$ cat src/rtl/uart_pkg.sv
// rtl/uart_pkg.sv - register map, bit indices and FSM states shared by the uart_mmio slice
package uart_pkg;

    localparam logic [4:0] OFF_TXDATA = 5'h00;
    localparam logic [4:0] OFF_RXDATA = 5'h04;
    localparam logic [4:0] OFF_STATUS = 5'h08;
    localparam logic [4:0] OFF_CTRL   = 5'h0C;
    localparam logic [4:0] OFF_BAUD   = 5'h10;

    localparam int ST_TX_FULL    = 0;
    localparam int ST_TX_EMPTY   = 1;
    localparam int ST_RX_NEMPTY  = 2;
    localparam int ST_TX_BUSY    = 3;
    localparam int ST_OVERRUN    = 4;
    localparam int ST_FRAME_ERR  = 5;
    localparam int ST_PARITY_ERR = 6;

    localparam int CT_TX_EN     = 0;
    localparam int CT_RX_EN     = 1;
    localparam int CT_PAR_EN    = 2;
    localparam int CT_PAR_ODD   = 3;
    localparam int CT_IRQ_RX_EN = 4;
    localparam int CT_IRQ_TX_EN = 5;

    typedef enum logic [2:0] {TX_IDLE, TX_START, TX_DATA, TX_PARITY, TX_STOP} tx_state_t;
    typedef enum logic [2:0] {RX_IDLE, RX_START, RX_DATA, RX_PARITY, RX_STOP} rx_state_t;

endpackage

$ cat src/rtl/sync_fifo.sv
// rtl/sync_fifo.sv - single-clock FIFO with same-cycle push/pop, used for UART RX and TX
module sync_fifo #(
    parameter int WIDTH = 8,
    parameter int DEPTH = 8
) (
    input  logic                     clk,
    input  logic                     reset,
    input  logic                     push,
    input  logic [WIDTH-1:0]         push_data,
    input  logic                     pop,
    output logic [WIDTH-1:0]         head,
    output logic                     full,
    output logic                     empty,
    output logic [$clog2(DEPTH):0]   count
);
    localparam int AW = $clog2(DEPTH);
    localparam logic [AW:0] DEPTH_CNT = (AW+1)'(DEPTH);

    logic [WIDTH-1:0] mem [DEPTH];
    logic [AW-1:0]    wr_ptr;
    logic [AW-1:0]    rd_ptr;
    logic             do_push;
    logic             do_pop;

    assign full    = (count == DEPTH_CNT);
    assign empty   = (count == '0);
    assign do_push = push && !full;
    assign do_pop  = pop && !empty;
    assign head    = mem[rd_ptr];

    always_ff @(posedge clk) begin
        if (do_push) mem[wr_ptr] <= push_data;
    end

    always_ff @(posedge clk or negedge reset) begin
        if (!reset) begin
            wr_ptr <= '0;
            rd_ptr <= '0;
            count  <= '0;
        end else begin
            if (do_push) wr_ptr <= wr_ptr + 1'b1;
            if (do_pop)  rd_ptr <= rd_ptr + 1'b1;
            if (do_push && !do_pop)      count <= count + 1'b1;
            else if (do_pop && !do_push) count <= count - 1'b1;
        end
    end

endmodule

$ cat src/rtl/uart_mmio.sv
// rtl/uart_mmio.sv - memory-mapped UART with baud divisor, 16x oversampling, parity, FIFOs and irq
module uart_mmio
    import uart_pkg::*;
#(
    parameter logic [31:0] BASE_ADDR   = 32'h40000020,
    parameter int          DATA_BITS   = 8,
    parameter int          FIFO_DEPTH  = 8,
    parameter logic [15:0] DEFAULT_DIV = 16'd26
) (
    input  logic        clk,
    input  logic        reset,
    input  logic        rd,
    input  logic        wr,
    input  logic [31:0] addr,
    input  logic [31:0] wdata,
    output logic [31:0] rdata,
    input  logic        rxd,
    output logic        txd,
    output logic        irq
);
    localparam int CW = $clog2(FIFO_DEPTH) + 1;

    logic [31:0] off;
    logic        in_win;
    logic [4:0]  reg_off;
    logic        wr_status, wr_ctrl, wr_baud;
    logic [5:0]  ctrl;
    logic [15:0] baud_div;
    logic        ovr, fe, pe;
    logic        unused_wdata;

    assign off       = addr - BASE_ADDR;
    assign in_win    = (off < 32'd20) && (off[1:0] == 2'b00);
    assign reg_off   = off[4:0];
    assign wr_status = wr && in_win && (reg_off == OFF_STATUS);
    assign wr_ctrl   = wr && in_win && (reg_off == OFF_CTRL);
    assign wr_baud   = wr && in_win && (reg_off == OFF_BAUD);
    assign unused_wdata = ^wdata[31:16];

    logic                 tx_push, tx_pop, tx_full, tx_empty;
    logic [DATA_BITS-1:0] tx_head;
    logic [CW-1:0]        tx_count;
    logic                 rx_push, rx_pop, rx_full, rx_empty;
    logic [DATA_BITS-1:0] rx_head, rx_sh;
    logic [CW-1:0]        rx_count;

    assign tx_push = wr && in_win && (reg_off == OFF_TXDATA);
    assign rx_pop  = rd && in_win && (reg_off == OFF_RXDATA);

    sync_fifo #(.WIDTH(DATA_BITS), .DEPTH(FIFO_DEPTH)) u_tx_fifo (
        .clk(clk), .reset(reset), .push(tx_push), .push_data(wdata[DATA_BITS-1:0]),
        .pop(tx_pop), .head(tx_head), .full(tx_full), .empty(tx_empty), .count(tx_count));

    sync_fifo #(.WIDTH(DATA_BITS), .DEPTH(FIFO_DEPTH)) u_rx_fifo (
        .clk(clk), .reset(reset), .push(rx_push), .push_data(rx_sh),
        .pop(rx_pop), .head(rx_head), .full(rx_full), .empty(rx_empty), .count(rx_count));

    // Free-running prescaler shared by both directions; a new divisor lands on the next reload.
    logic [15:0] tick_cnt;
    logic        tick;
    assign tick = (tick_cnt == 16'd0);
    always_ff @(posedge clk or negedge reset) begin
        if (!reset) tick_cnt <= DEFAULT_DIV;
        else        tick_cnt <= tick ? baud_div : tick_cnt - 16'd1;
    end

    tx_state_t            tx_state;
    logic [3:0]           tx_tcnt;
    logic [2:0]           tx_bit;
    logic [DATA_BITS-1:0] tx_sh;
    logic                 tx_par, tx_par_en, tx_bit_end, tx_busy;

    assign tx_busy    = (tx_state != TX_IDLE);
    assign tx_bit_end = tick && (tx_tcnt == 4'd15);
    assign tx_pop     = (tx_state == TX_IDLE) && ctrl[CT_TX_EN] && (tx_count != '0);

    always_ff @(posedge clk or negedge reset) begin
        if (!reset) begin
            tx_state  <= TX_IDLE;
            txd       <= 1'b1;
            tx_tcnt   <= '0;
            tx_bit    <= '0;
            tx_sh     <= '0;
            tx_par    <= 1'b0;
            tx_par_en <= 1'b0;
        end else begin
            if (tx_busy && tick) tx_tcnt <= tx_tcnt + 4'd1;
            case (tx_state)
                TX_IDLE: begin
                    txd <= 1'b1;
                    if (tx_pop) begin
                        tx_sh     <= tx_head;
                        tx_par    <= (^tx_head) ^ ctrl[CT_PAR_ODD];
                        tx_par_en <= ctrl[CT_PAR_EN];
                        tx_tcnt   <= '0;
                        txd       <= 1'b0;
                        tx_state  <= TX_START;
                    end
                end
                TX_START: if (tx_bit_end) begin
                    txd      <= tx_sh[0];
                    tx_bit   <= '0;
                    tx_state <= TX_DATA;
                end
                TX_DATA: if (tx_bit_end) begin
                    tx_sh <= tx_sh >> 1;
                    if (tx_bit == 3'(DATA_BITS-1)) begin
                        txd      <= tx_par_en ? tx_par : 1'b1;
                        tx_state <= tx_par_en ? TX_PARITY : TX_STOP;
                    end else begin
                        txd    <= tx_sh[1];
                        tx_bit <= tx_bit + 3'd1;
                    end
                end
                TX_PARITY: if (tx_bit_end) begin
                    txd      <= 1'b1;
                    tx_state <= TX_STOP;
                end
                TX_STOP: if (tx_bit_end) tx_state <= TX_IDLE;
                default: tx_state <= TX_IDLE;
            endcase
        end
    end

    logic      rx_s1, rx_s2, rx_s3;
    rx_state_t rx_state;
    logic [3:0] rx_tcnt;
    logic [2:0] rx_bit;
    logic      rx_par_bit, rx_par_en, rx_par_odd;
    logic      rx_sample, rx_stop_smp, rx_par_bad, rx_good, ovr_set, fe_set, pe_set;

    // START counts 8 ticks to mid-bit; later bits are 16 ticks apart from there.
    assign rx_sample   = tick && (rx_tcnt == ((rx_state == RX_START) ? 4'd7 : 4'd15));
    assign rx_stop_smp = (rx_state == RX_STOP) && rx_sample;
    assign rx_par_bad  = rx_par_en && (rx_par_bit != ((^rx_sh) ^ rx_par_odd));
    assign fe_set      = rx_stop_smp && !rx_s2;
    assign pe_set      = rx_stop_smp && rx_s2 && rx_par_bad;
    assign rx_good     = rx_stop_smp && rx_s2 && !rx_par_bad;
    assign ovr_set     = rx_good && rx_full;
    assign rx_push     = rx_good && !rx_full;

    always_ff @(posedge clk or negedge reset) begin
        if (!reset) begin
            {rx_s3, rx_s2, rx_s1} <= 3'b111;
            rx_state   <= RX_IDLE;
            rx_tcnt    <= '0;
            rx_bit     <= '0;
            rx_sh      <= '0;
            rx_par_bit <= 1'b0;
            rx_par_en  <= 1'b0;
            rx_par_odd <= 1'b0;
        end else begin
            {rx_s3, rx_s2, rx_s1} <= {rx_s2, rx_s1, rxd};
            if ((rx_state != RX_IDLE) && tick) rx_tcnt <= rx_tcnt + 4'd1;
            case (rx_state)
                RX_IDLE: if (ctrl[CT_RX_EN] && rx_s3 && !rx_s2) begin
                    rx_tcnt    <= '0;
                    rx_par_en  <= ctrl[CT_PAR_EN];
                    rx_par_odd <= ctrl[CT_PAR_ODD];
                    rx_state   <= RX_START;
                end
                RX_START: if (rx_sample) begin
                    rx_tcnt  <= '0;
                    rx_bit   <= '0;
                    rx_state <= rx_s2 ? RX_IDLE : RX_DATA;
                end
                RX_DATA: if (rx_sample) begin
                    rx_sh <= {rx_s2, rx_sh[DATA_BITS-1:1]};
                    if (rx_bit == 3'(DATA_BITS-1)) rx_state <= rx_par_en ? RX_PARITY : RX_STOP;
                    else                           rx_bit   <= rx_bit + 3'd1;
                end
                RX_PARITY: if (rx_sample) begin
                    rx_par_bit <= rx_s2;
                    rx_state   <= RX_STOP;
                end
                RX_STOP: if (rx_sample) rx_state <= RX_IDLE;
                default: rx_state <= RX_IDLE;
            endcase
        end
    end

    always_ff @(posedge clk or negedge reset) begin
        if (!reset) begin
            ctrl     <= '0;
            baud_div <= DEFAULT_DIV;
            ovr      <= 1'b0;
            fe       <= 1'b0;
            pe       <= 1'b0;
            irq      <= 1'b0;
        end else begin
            if (wr_ctrl) ctrl     <= wdata[5:0];
            if (wr_baud) baud_div <= wdata[15:0];
            if (ovr_set)                                ovr <= 1'b1;
            else if (wr_status && wdata[ST_OVERRUN])    ovr <= 1'b0;
            if (fe_set)                                 fe  <= 1'b1;
            else if (wr_status && wdata[ST_FRAME_ERR])  fe  <= 1'b0;
            if (pe_set)                                 pe  <= 1'b1;
            else if (wr_status && wdata[ST_PARITY_ERR]) pe  <= 1'b0;
            irq <= (ctrl[CT_IRQ_RX_EN] & !rx_empty)
                 | (ctrl[CT_IRQ_TX_EN] & tx_empty & !tx_busy)
                 | (ctrl[CT_IRQ_RX_EN] & (ovr | fe | pe));
        end
    end

    always_comb begin
        rdata = '0;
        if (rd && in_win) begin
            case (reg_off)
                OFF_RXDATA: if (rx_count != '0) rdata = 32'(rx_head);
                OFF_STATUS: rdata = {25'd0, pe, fe, ovr, tx_busy, !rx_empty, tx_empty, tx_full};
                OFF_CTRL:   rdata = {26'd0, ctrl};
                OFF_BAUD:   rdata = {16'd0, baud_div};
                default:    rdata = '0;
            endcase
        end
    end

endmodule

$ cat config.mk
export PLATFORM = sky130hd
export DESIGN_NAME = uart_mmio
export DESIGN_NICKNAME = d
export VERILOG_FILES = /design/src/rtl/uart_pkg.sv /design/src/rtl/sync_fifo.sv /design/src/rtl/uart_mmio.sv
export SDC_FILE = /design/constraint.sdc
export NUM_CORES = 1
export LEC_CHECK = 0
export BUFFER_PORTS_ARGS = -buffer_cell sky130_fd_sc_hd__buf_2
export CAP_MARGIN = 10
export CORE_ASPECT_RATIO = 1.25
export CORE_MARGIN = 4
export CORE_UTILIZATION = 31
export DETAILED_ROUTE_END_ITERATION = 7
export GPL_TIMING_DRIVEN = 0
export PLACE_DENSITY = 0.56
export SLEW_MARGIN = 10
export SYNTH_ARGS = -nofsm -noshare
export SYNTH_HDL_FRONTEND = slang
export SYNTH_SLANG_ARGS = --single-unit
$ cat constraint.sdc
create_clock -name clk -period 10.09 [get_ports clk]
set_input_delay 1.009 -clock clk [delete_from_list [all_inputs] [get_ports clk]]
set_output_delay 1.009 -clock clk [all_outputs]
set_load 0.05 [all_outputs]
After elaboration in Yosys (flattened, before gate mapping) --
Memories as Yosys holds them, arrays and structs flattened. Index checks and enable logic that the tools add are counted.
Storage, ports and cells: register bits 107, bits in writable memories 128, input port bits 69, output and inout port bits 34, word-level logic and storage cells 227, memories 2
Cells by class: add/sub/neg operators 14, order comparisons 1, equality and inequality tests 33, mux-type cells 59, bitwise logic cells 10, reduce and logical (&&, ||, !) cells 78
Memory list:
- u_rx_fifo.mem | words 8, width 8, read ports 1, clocked after Yosys merged registers in 0, wr ports 1, line sync_fifo.sv:19 | logic [WIDTH-1:0] mem [DEPTH];
- u_tx_fifo.mem | words 8, width 8, read ports 1, clocked after Yosys merged registers in 0, wr ports 1, line sync_fifo.sv:19
Operators with widths (count):
- $pmux 16 s4 | 1
- $mux 3 | 18
- $mux 4 | 11
- $logic_and 1x1->1 | 35
- $lt 32x5->1 const B | 1
- $mux 32 | 1
- $sub 32x31->32 const B | 1
- $pmux 3 s5 | 2
- $ne 2x2->1 const B | 13
- $mux 8 | 3
- $add 3x1->3 const B | 6
- $add 4x1->4 const B | 4
- $logic_not 16->1 | 1
- $mux 1 | 16
- $mux 16 | 1
- $pmux 8 s2 | 1
- $reduce_bool 2->1 | 8
- $reduce_xor 8->1 | 2
- $sub 16x1->16 const B | 1
- $eq 3x2->1 const B | 4
- $eq 3x3->1 const B | 4
- $eq 4x4->1 const B | 3
- $pmux 3 s2 | 2
- $reduce_and 4->1 | 3
- other kinds (24) | 53

Longest topological paths before layout --
depth after elaboration 13, mapped depth 19, depth with buffers taken out 16

Cells and area by module --
From an unflattened synthesis, not the netlist that was laid out.
Second synthesis, totals: cell total of the unflattened synthesis 863, area total of the unflattened synthesis 11547.3 sq um
Modules (own cells, without submodules):
- sync_fifo | times used 2, cells each 157, area each 3133.0 sq um, sequential area each 2172.1 sq um
- uart_mmio | times used 1, cells each 549, area each 5281.3 sq um, sequential area each 2189.6 sq um

Least setup slack after synthesis --
OpenSTA, ideal clock, no wires.
path kind input to output, start point input port addr[5], end point output port rdata[1], arrival time 3891 ps, data required time 9081 ps, setup slack 5190 ps, cell stages on the path 11, buffers on the path 3, cells stage by stage clkbuf_1 > inv_1 > ha_1 > clkbuf_1 > xnor2_1 > nand4_1 > a2111oi_0 > nand4_1 > or4_1 > clkbuf_1 > a21oi_1
On the way: cells in the longest elaborated chain, start to end 5
RTL lines:
- from (decl) | line uart_mmio.sv:14 | input logic [31:0] addr,
- $sub 32x31->32 | line uart_mmio.sv:32 | assign off = addr - BASE_ADDR;
- $lt 32x5->1 | line uart_mmio.sv:33 | assign in_win = (off < 32'd20) && (off[1:0] == 2'b00);
- $logic_and 1x1->1 | line uart_mmio.sv:33
- $logic_and 1x1->1 | line uart_mmio.sv:207 | if (rd && in_win) begin
- $mux 32 | line uart_mmio.sv:207
- to (decl) | line uart_mmio.sv:16 | output logic [31:0] rdata,
Every way passes these cells.

Worst setup path in the final report --
start point input port addr[5], end point output port rdata[2]
The elaborated chain is that of the path after synthesis.

==> impl_metrics.json <==
{
  "synth.distinct_cells": 77,
  "dp_slack_ns": 4.915,
  "setup_viol": 0,
  "rsz0062_at_grt": "no",
  "post_cts_buffers": 0,
  "port_buffers": 68,
  "ys_ff_latch": 235,
  "cp_max_fo": 9,
  "netlist_instances": 832,
  "reg2reg_to": "u_rx_fifo.count[3]$_DFFE_PN0P_",
  "yosysSeqAreaShare_pct": 58.77,
  "cts-htree-levels": 1,
  "r2r_start": "tick_cnt[0]$_DFF_PN0_",
  "whs_path_depth": 0,
  "synth-edff-count": 128,
  "yosysWarningCount": 0,
  "cts_resized": 0,
  "finClkSkew_ns": 0.009512,
  "cts_tree": "built",
  "pin_count": 103,
  "hp-start": "rx_s1$_DFF_PN1_",
  "critPathRequiredTime_ns": 9.08,
  "slew_viol_final": 0,
  "grt_use_total_pct": 12.61,
  "fin_crit_ns": 5.204,
  "p_int_w": 0.001639,
  "chipWidth_um": 177.4,
  "drive_above_1_share_pct": 25.98,
  "path_clk_slew_ns": 0.05,
  "ant_nets": 0,
  "nets": 1035,
  "syn-cell-area_mm2": 0.01112,
  "relSlewSlack_pct": 32.16,
  "cts_hold_buf": 0,
  "powerDensity_mw_per_mm2": 159.0,
  "r2r_slack_ns": 6.05,
  "clock_latency_ns": 0.52,
  "place_hpwl_um": 17510,
  "fmaxAchievable_mhz": 192.2,
  "final.setup.worst_slack_ns": 4.886,
  "arrival_ns": 4.19,
  "power_leakage_nw": 5.025,
  "critPathCaptureType": "output pin",
  "ys.flop_type": "edfxtp_1",
  "fin_crit_sh_pct": 51.58,
  "grt_pass1_vias": 7074,
  "cts_made_buffers": 26,
  "routed_via_density": 4.802,
  "worstSetupPathType": "input port to output pin",
  "p_seq_share_pct": 48.8,
  "cts.path.max_buffers": 3,
  "comb_power_share_pct": 4.4,
  "synth_top_area_share_pct": 34.58,
  "start_util_pct": 31.44,
  "worst_pin_slew_ns": 1.014,
  "drt_first_pass_iters": 4,
  "grt_remaining_overflow": 0,
  "cts-root-buf": "clkbuf_16",
  "synthArstFlopShare_pct": 45.53,
  "drc": 0,
  "ir_worst_vdd_mv": 0.1441,
  "swShare_pct": 21.11,
  "avgSynthCellArea_um2": 13.36,
  "outcome": "completed",
  "row_count": 77,
  "start_kind": "input port",
  "globalplace.congestion": 0.8442,
  "max-cap-violations": 0,
  "grt_max_degree": 64,
  "numClockSinks": 235,
  "min_to": "rx_s2$_DFF_PN1_",
  "via_count": 6919,
  "antenna_found_initial": 1,
  "clkPwrFrac_pct": 46.8,
  "die_h_um": 219.7,
  "synth_area_leaders": "edfxtp_1 (35%), dfrtp_1 (22%), mux4_2 (5.7%)",
  "netlist_top_cells_count": "edfxtp_1 (128), dfrtp_1 (97), nor2_1 (66)",
  "grt_first_pass_wirelength_um": 39050,
  "finalWirelength_um": 24560,
  "timing.setup.tns_ns": 0,
  "synthToLayoutAreaGrowth_pct": 17.50,
  "die_area_mm2": 0.03897,
  "hold_viol_final": 0,
  "r2r_cells": 15,
  "n_fill_cell": 3399,
  "hp-class": "flop to flop",
  "coreArea_mm2": 0.03536,
  "switching_power_w": 0.0004384,
  "synth_top_cell_by_area": "edfxtp_1",
  "final-seq-area_mm2": 0.006534,
  "wire_per_inst_um": 17.04,
  "dr.first_iter.drc_count": 366,
  "multi_input_area_mm2": 0.004307,
  "synth_most_common_cell": "edfxtp_1"
}
cell usage in the layout, fill, tap and decap left out, types with 10 or more instances in the layout:
| cell | instances |
|---|---|
| a21oi_1 | 36 |
| and3_1 | 13 |
| buf_2 | 73 |
| buf_4 | 19 |
| clkbuf_1 | 28 |
| clkbuf_16 | 28 |
| conb_1 | 16 |
| dfrtp_1 | 97 |
| dfstp_2 | 10 |
| edfxtp_1 | 128 |
| ha_1 | 18 |
| inv_1 | 20 |
| mux2_2 | 39 |
| mux2_4 | 10 |
| mux2i_1 | 16 |
| mux4_2 | 28 |
| nand2_1 | 53 |
| nand3_1 | 10 |
| nand4_1 | 13 |
| nor2_1 | 66 |
| nor3_1 | 22 |
| o21ai_0 | 28 |
| xnor2_1 | 31 |
| xor2_1 | 16 |
per-layer routing:
layer  up-vias  part of all wire [%]  track usage (%)
li1       3317                     -                -
met3        37                   3.0            1.664
met1      3459                    41            15.05
met4         0                   2.4            3.482
met5         -                     0                0
met2       106                    53            23.72
sequential cells by signal, summed over array words and instances (netlist names), 6 cells and up:
name and cells:
baud_div 16, ctrl 6, rx_sh 8, tick_cnt 16, tx_sh 8, u_rx_fifo.mem 64
u_tx_fifo.mem 64
critical path, cell delays in order:
cell and delay, ns:
clkbuf_1 0.29, inv_1 0.08, ha_1 0.20, clkbuf_1 0.19
o21bai_1 0.28, a311o_1 0.38, o21ai_0 0.14, nand4_1 0.21
or4_1 0.54, clkbuf_1 0.23, a21oi_1 0.31, buf_2 0.33
cell families after synthesis:
logic type,synth area share [%]
AND/OR/NAND/NOR,12.49
flip-flops,58.77
AO/OA/AOI/OAI,6.652
multiplexers,12.41
buffers and inverters,3.140
XOR/XNOR,4.108
adder cells (fa/ha/maj),2.386
other,0.03373
through the flow:
step	power, W	std cells	util (%)	instance area (um2)	hold WS [ns]
after floorplan	0.001085	847	-	11170	0.3452
after global placement	0.001123	1389	34.24	12110	0.3485
after detailed placement	0.001126	1392	34.42	12170	0.3522
after CTS	0.002107	1440	36.94	13060	0.3596
after global routing	0.002154	1441	36.94	13060	0.3656
final	0.002077	1441	36.94	13060	0.3592
area by class of cell:
class,count,share of cell area [%]
Buffer,49,2.069
Timing Repair Buffer,71,2.979
Sequential cell,235,50.02
Multi-Input combinational cell,542,32.97
Inverter,21,0.6034
Clock buffer,38,5.805
Clock inverter,10,0.9962
Tap cell,474,4.540
Antenna cell,1,0.01916
power by group through the flow:
stage          combinational (W)  clock, W  sequential (W)
2_1_floorplan          0.0000522         0         0.00103
3_3_place_gp           0.0000899         0         0.00103
3_5_place_dp           0.0000928         0         0.00103
4_1_cts                0.0000929   0.00100         0.00101
5_1_grt                 0.000103   0.00104         0.00101
6_report               0.0000912  0.000972         0.00101
worst max path at each step:
stage / startpoint / end / slack (ns) / cells after the start
floorplan: addr[5] / rdata[1] / 5.19 / 11
CTS: addr[5] / rdata[2] / 4.89 / 12
global route: addr[5] / rdata[2] / 4.57 / 12
finish: addr[5] / rdata[2] / 4.89 / 12
global placement: addr[5] / rdata[15] / 4.24 / 11
detailed placement: addr[5] / rdata[2] / 4.92 / 12
No activity file was read; power rests on OpenSTA's default activity.
